==> config.mk <==
export PLATFORM = sky130hd
export DESIGN_NAME = reg_file_scoreboard
export DESIGN_NICKNAME = d
export VERILOG_FILES = /design/src/rtl/reg_file_scoreboard.sv
export SDC_FILE = /design/constraint.sdc
export NUM_CORES = 2
export LEC_CHECK = 0
export ABC_CLOCK_PERIOD_IN_PS = 4400
export BUFFER_PORTS_ARGS = -buffer_cell sky130_fd_sc_hd__buf_2
export CORE_MARGIN = 2
export CORE_UTILIZATION = 64
export DETAILED_ROUTE_END_ITERATION = 6
export PLACE_DENSITY = 0.9
export SYNTH_ARGS = -nofsm -noshare
export SYNTH_HDL_FRONTEND = slang
export SYNTH_SLANG_ARGS = --single-unit
==> constraint.sdc <==
create_clock -name CLK -period 4.4 [get_ports CLK]
set_input_delay 0.88 -clock CLK [delete_from_list [all_inputs] [get_ports CLK]]
set_output_delay 0.88 -clock CLK [all_outputs]
set_load 0.05 [all_outputs]
==> src/rtl/reg_file_scoreboard.sv <==
// rtl/reg_file_scoreboard.sv - register file with per-register pending-write scoreboard (optional: REGFILE_BYPASS_EN)
module reg_file_scoreboard #(
   parameter int XLEN     = 32,
   parameter int NUM_REGS = 32,
   parameter int NUM_RD   = 2,
   parameter int PEND_W   = 2,
   localparam int AW      = $clog2(NUM_REGS)
) (
   input  logic                   CLK,
   input  logic                   RST_N,
   input  logic                   Issue_Valid,
   input  logic [AW-1:0]          Issue_RD,
   output logic                   Issue_Ready,
   input  logic [NUM_RD*AW-1:0]   RS_Addr,
   input  logic [NUM_RD-1:0]      RS_Valid,
   output logic [NUM_RD*XLEN-1:0] REG_R_Data,
   output logic [NUM_RD-1:0]      RS_Busy,
   output logic                   Stall,
   input  logic                   REG_W_En,
   input  logic [AW-1:0]          REG_W_Addr,
   input  logic [XLEN-1:0]        REG_W_Data,
   output logic                   Underflow_Err
);

   logic [XLEN-1:0]   r_regs  [NUM_REGS];
   logic [PEND_W-1:0] r_count [NUM_REGS];
   logic              r_underflow;

   logic              w_wr_live;
   logic              w_accept;
   logic              w_dec;
   logic              w_underflow;
   logic [AW-1:0]     w_raddr;
   logic [NUM_RD*XLEN-1:0] w_rdata;
   logic [NUM_RD-1:0] w_busy;

   // A writeback to x0 is a no-op for both data and scoreboard.
   assign w_wr_live   = REG_W_En && (REG_W_Addr != '0);
   // A saturated counter blocks further issues to that register; x0 is never tracked.
   assign Issue_Ready = (Issue_RD == '0) || (r_count[Issue_RD] != '1);
   assign w_accept    = Issue_Valid && Issue_Ready && (Issue_RD != '0);
   assign w_dec       = w_wr_live && (r_count[REG_W_Addr] != '0);
   assign w_underflow = w_wr_live && (r_count[REG_W_Addr] == '0);

   // Register data storage; x0 stays hard-wired to zero.
   always_ff @(posedge CLK or negedge RST_N) begin
      if (!RST_N) begin
         for (int i = 0; i < NUM_REGS; i++) r_regs[i] <= '0;
      end else if (w_wr_live) begin
         r_regs[REG_W_Addr] <= REG_W_Data;
      end
   end

   // Pending-write counters: issue increments, writeback decrements, both at once cancel.
   always_ff @(posedge CLK or negedge RST_N) begin
      if (!RST_N) begin
         for (int i = 0; i < NUM_REGS; i++) r_count[i] <= '0;
      end else begin
         for (int i = 1; i < NUM_REGS; i++) begin
            if (w_accept && (Issue_RD == AW'(i)) && !(w_dec && (REG_W_Addr == AW'(i))))
               r_count[i] <= r_count[i] + PEND_W'(1);
            else if (w_dec && (REG_W_Addr == AW'(i)) && !(w_accept && (Issue_RD == AW'(i))))
               r_count[i] <= r_count[i] - PEND_W'(1);
         end
      end
   end

   // Sticky flag for a writeback that had no matching outstanding issue.
   always_ff @(posedge CLK or negedge RST_N) begin
      if (!RST_N)
         r_underflow <= 1'b0;
      else if (w_underflow)
         r_underflow <= 1'b1;
   end

   // Combinational read ports and RAW hazard detection; nothing here looks at Issue_*.
   always_comb begin
      w_rdata = '0;
      w_busy  = '0;
      w_raddr = '0;
      for (int p = 0; p < NUM_RD; p++) begin
         w_raddr = RS_Addr[p*AW +: AW];
         if (w_raddr != '0)
            w_rdata[p*XLEN +: XLEN] = r_regs[w_raddr];
         w_busy[p] = RS_Valid[p] && (w_raddr != '0) && (r_count[w_raddr] != '0);
`ifdef REGFILE_BYPASS_EN
         // Forward the in-flight writeback; the hazard clears if it retires the last pending write.
         if (w_wr_live && (REG_W_Addr == w_raddr))
            w_rdata[p*XLEN +: XLEN] = REG_W_Data;
         if (w_dec && (REG_W_Addr == w_raddr) && (r_count[w_raddr] == PEND_W'(1)))
            w_busy[p] = 1'b0;
`else
         // Stored values only; a same-cycle writeback is seen after the edge.
`endif
      end
   end

   assign REG_R_Data    = w_rdata;
   assign RS_Busy       = w_busy;
   assign Stall         = |w_busy;
   assign Underflow_Err = r_underflow;

endmodule

[Word level (Yosys, flattened, before mapping)]
Cells that the tools add are included.
Storage, ports and cells
  input bits: 58
  register bits: 1087
  output and inout bits: 69
  word-level logic and storage cells: 521
Cells by class
  reduce and logical (&&, ||, !) cells: 238
  equality and inequality tests: 63
  bitwise logic cells: 4
  add/subtract/negate cells: 62
  multiplexer cells: 85
  $lt $le $gt $ge: 5
Operators by type and width (count)
  1024-bit bitwise mux: 1
  32-bit binary-select mux with 5-bit select: 2
  32-bit two-way mux: 7
  32-bit demux with 5-bit select: 1
  5-bit == test (second input constant): 32
  2-bit two-way mux: 70
  1-bit logical AND: 134
  5-bit by 4-bit == test with 1-bit output (second input constant): 16
  2-bit nonzero test: 34
  2-bit by 1-bit adder with 2-bit output (second input constant): 31
  1-bit logical NOT: 62
  2-bit by 1-bit subtractor with 2-bit output (second input constant): 31
  2-bit binary-select mux with 5-bit select: 4
  5-bit by 3-bit == test with 1-bit output (second input constant): 8
  6-bit >= comparator (second input constant): 4
  5-bit inverter with 6-bit output: 4
  5-bit by 2-bit == test with 1-bit output (second input constant): 4
  5-bit nonzero test: 4
  5-bit by 1-bit == test with 1-bit output (second input constant): 2
  6-bit by 1-bit less-than comparator with 1-bit output (second input constant): 1
  5-bit logical NOT: 1
  2-bit logical NOT: 1
  2-bit != test (second input constant): 1
  2-bit OR reduction: 1
  1-bit logical OR: 1

[Longest topological paths before layout]
  depth in word-level cells: 13
  mapped depth: 13
  mapped depth without buffers: 10

[Least setup slack after synthesis]
No wires, ideal clock.
  path type: input-to-output
  start: input RS_Addr[5]
  end: output Stall
  stages: 8
  data required time: 3520 ps
  path slack: -326 ps
  path buffers: 3
  arrival: 3846 ps
  path through: buf_2 -> buf_2 -> buf_2 -> mux4_2 -> mux2i_1 -> nor2_1 -> o32ai_1 -> or2_1
Between the ends
  word-level cells in the longest chain between the ends: 7
  elaborated cells on any way between the ends: 9
  classes of those cells: mux: 3; bitwise: 1; reduce/logical: 5
RTL lines
  start: declaration: RTL line 14  | input logic [NUM_RD*AW-1:0] RS_Addr,
  5-bit inverter with 6-bit output (not written as such): RTL line 85  | w_busy[p] = RS_Valid[p] && (w_raddr != '0) && (r_count[w_raddr] != '0);
  2-bit binary-select mux with 5-bit select: RTL line 85
  2-bit two-way mux (not written as such) (2 in series): RTL line 85
  2-bit nonzero test: RTL line 85
  1-bit logical AND (*): RTL line 85
  net RS_Busy[1]: RTL line 17  | output logic [NUM_RD-1:0] RS_Busy,
  2-bit OR reduction (*): RTL line 100  | assign Stall = |w_busy;
  end: declaration: RTL line 18  | output logic Stall,
Mark *: on every way through the listed nets, which the timed path passes. The rest lies on a longest branch. The select of a mux whose other input is x is not followed.

[Final worst setup path]
  start: input RS_Addr[5]
  end: output REG_R_Data[51]
Between the ends
  word-level cells in the longest chain between the ends: 5
  elaborated cells on any way between the ends: 6
  classes of those cells: mux: 4; bitwise: 1; reduce/logical: 1
RTL lines
  5-bit inverter with 6-bit output (not written as such): RTL line 84  | w_rdata[p*XLEN +: XLEN] = r_regs[w_raddr];
  32-bit binary-select mux with 5-bit select: RTL line 84
  32-bit two-way mux (not written as such) (2 in series): RTL line 84
  32-bit two-way mux (*): RTL line 83  | if (w_raddr != '0)
  end: declaration: RTL line 16  | output logic [NUM_RD*XLEN-1:0] REG_R_Data,
Mark *: on every way between the ends. The rest lies on a longest branch, timed or not. The select of a mux whose other input is x is not followed.

==> metrics.md <==
| Metric | Value |
|---|---|
| Number of synthesized flops with an enable pin | 0 |
| Post-route setup TNS | 0 ps |
| Initial antenna violation count | 15 |
| Mapped Area | 0.0591 mm^2 |
| Worst IR Drop VDD | 499 uV |
| First-pass iteration count of the detailed router | 7 |
| Ys flop type | dfrtp_1 |
| Least-Margin Pin Slew | 1070 ps |
| Clock H-tree levels | 3 |
| Final cycle utilization of the critical path | 0.971 |
| Nets@finish | 3932 |
| Num CTS Buffers | 110 |
| Syn_nets | 3942 |
| Vias in the first global route | 41200 |
| Ranking of synthesized cells by area | dfrtp_1 (46%), mux4_2 (24%), mux2_2 (19%), clkbuf_1 (1.4%), buf_2 (1.3%) |
| Vias post-DR | 39400 |
| Mapped Cells | 3853 |
| Critical Path RT | 3520 ps |
| Max Slew Vio Count | 0 |
| Layout cell share with drive strength beyond 1 | 0.556 |
| CP Max Fanout | 31 |
| Post-route ant nets | 0 |
| Yosys reg bits | 1087 |
| # fillers | 5175 |
| Worst R2R Setup Slack | 1370 ps |
| Die ar. | 0.0948 mm^2 |
| R2R depth | 12 |
| Clock Sinks | 1087 |
| CP Buf/Inv Count | 3 |
| Final Hold Fails | 0 |
| Slowest CP cell | mux4_2 |
| Reg-to-reg startpoint | r_count[36] |
| PostCTS Resize Cnt | 0 |
| Port buffer count | 126 |
| Area of the multi-input gates | 0.0300 mm^2 |
| CP Cell Sequence | buf_8 > buf_12 > mux4_2 > mux2i_1 > nor2_1 > a21oi_1 > o22ai_1 > buf_2 |
| Failing checks | design-rule violations |
| Power per cell area | 482 mW/mm^2 |
| Vias/cell | 7.67 |
| RR Endpoint | r_count[45] |
| Core area | 0.0915 mm^2 |
| RSZ-0062 raised after global routing | false |
| Post-CTS Setup Bufs | 0 |
| Register clock-pin slew on the reported worst setup and hold paths | 60 ps |
| CTS tree | done |
| Remaining DRCs | 1 |
| Arr. time, crit path | 3390 ps |
| HPWL after DPL | 103000 um |
| Skew final | 15.5 ps |
| Most instantiated library cell after synthesis | dfrtp_1 |
| First-pass GRT wire length | 269000 um |
| FF+latch area | 0.0272 mm^2 |
| Initial DRC Count | 5594 |
| Share of async-settable or async-resettable flops after synthesis | 1.00 |
| Dominant cell type by area after synthesis | dfrtp_1 |
| Max_cap viols | 0 |
| Syn avg cell area | 15.3 um^2 |
| Synth top cells by count | dfrtp_1 (1087), mux2_2 (1020), mux4_2 (630), clkbuf_1 (221), buf_2 (148) |
| Fmax | 234 MHz |
| Final Cell Area | 0.0657 mm^2 |
| Total track usage | 0.389 |
| Cts hold-fix bufs | 0 |
| Share of the synthesized area in the top cell type | 0.460 |
| Root Buffer Master | clkbuf_16 |
| LEAKAGE | 28.3 nW |
| Post-Place Cell Area | 0.0619 mm^2 |
| Clock Latency Late Sink | 700 ps |
| Initial Util | 0.646 |
| GPL Wtd Cong | 0.963 |
| Area grow syn2layout | 11.2% |
| Hold Crit Class | input pin to async pin |
| Slew headroom | 0.287 |
| Largest net degree at the start of global routing | 118 |
| Row count | 111 |
| CP max stage delay | 520 ps |
| Grt ovf | 0 |
| CP top delay family | buffers and inverters |
| Ys Warns | 2 |
| Status | complete, but fails checks |
| Die Ht | 308 um |
| Die X | 308 um |
| Sequential area share after synthesis | 0.460 |
| Type of the worst setup path | input pin to primary output |
| Final WL | 180000 um |
| Startpoint types | input pin |
| CP Capture Type | primary output |
| Setup violators final | 0 |
| Buffer levels on the longest clock path | 3 |
| Io pins | 127 |
| Post-synth cell types | 60 |
| Final Critical Period | 4270 ps |
| Drt wl/cell | 35.1 um |
==> power breakdown <==
group / internal (mW) / total [mW] / switching, mW
Clock: 5.66 / 9.87 / 4.21
Combinational: 4.34 / 7.84 / 3.50
Sequential: 12.1 / 14.0 / 1.92
Total: 22.1 / 31.7 / 9.63
==> placed cells by master, fill, tap and decap left out, types with 13 or more instances in the layout <==
master,n
a21oi_1,32
nor2_4,15
mux4_2,630
ha_1,31
buf_2,109
nor3_1,27
xor2_1,62
dfrtp_1,1087
buf_4,114
buf_12,74
mux2i_1,17
mux2_2,1020
clkbuf_8,27
clkbuf_16,110
clkbuf_1,17
clkinv_2,27
a22o_1,13
nor4_1,13
o21ai_1,37
inv_1,41
nand2_1,111
xnor2_1,31
nor2_1,125
==> per-layer routing <==
metal / track usage / share of wire / vias to the layer above
li1: - / - / 14700
met1: 0.492 / 0.34 / 20500
met2: 0.571 / 0.45 / 3249
met3: 0.149 / 0.14 / 938
met4: 0.238 / 0.070 / 10
met5: 0 / 0.00036 / -
==> worst max-delay path by stage <==
stage	from	to	slack [ps]	cells after the start
CTS	RS_Addr[0]	REG_R_Data[6]	220	7
global placement	RS_Addr[0]	REG_R_Data[7]	260	7
global route	RS_Addr[0]	REG_R_Data[6]	110	7
finish	RS_Addr[5]	REG_R_Data[51]	130	8
detailed placement	RS_Addr[0]	REG_R_Data[7]	230	7
floorplan	RS_Addr[5]	Stall	200	8
==> flip-flops by register name (all words and copies together) (netlist names) <==
register and cells:
r_regs 1024, Underflow_Err 1, r_count 62
==> kinds of logic after synthesis <==
family	share of synthesized area
AOI/OAI and AO/OA	0.0144
adders and majority gates	0.00656
DFF	0.460
muxes	0.443
xor gates and xnor gates	0.0138
buffers and inverters	0.0346
and+or+nand+nor	0.0275
==> stage by stage <==
stage | worst slack (ps) | total power, mW | instances | util | hold slack [ps]
2_1_floorplan | 204 | 19.1 | 3853 | - | 425
3_3_place_gp | 257 | 21.0 | 4917 | 0.676 | 360
3_5_place_dp | 234 | 21.6 | 4917 | 0.676 | 363
4_1_cts | 221 | 31.5 | 5124 | 0.718 | 251
5_1_grt | 109 | 32.7 | 5129 | 0.718 | 255
6_report | 128 | 31.7 | 5132 | 0.718 | 197
==> layout make-up <==
class,instances,area share
antenna,8,0.000305
clock buffer,154,0.0485
clock inverter,53,0.00922
inverter,47,0.00269
multi-input combinational,2293,0.457
sequential,1087,0.414
tap,1186,0.0226
timing repair buffer,304,0.0454
Note: power is estimated with default switching activity, not from simulation.
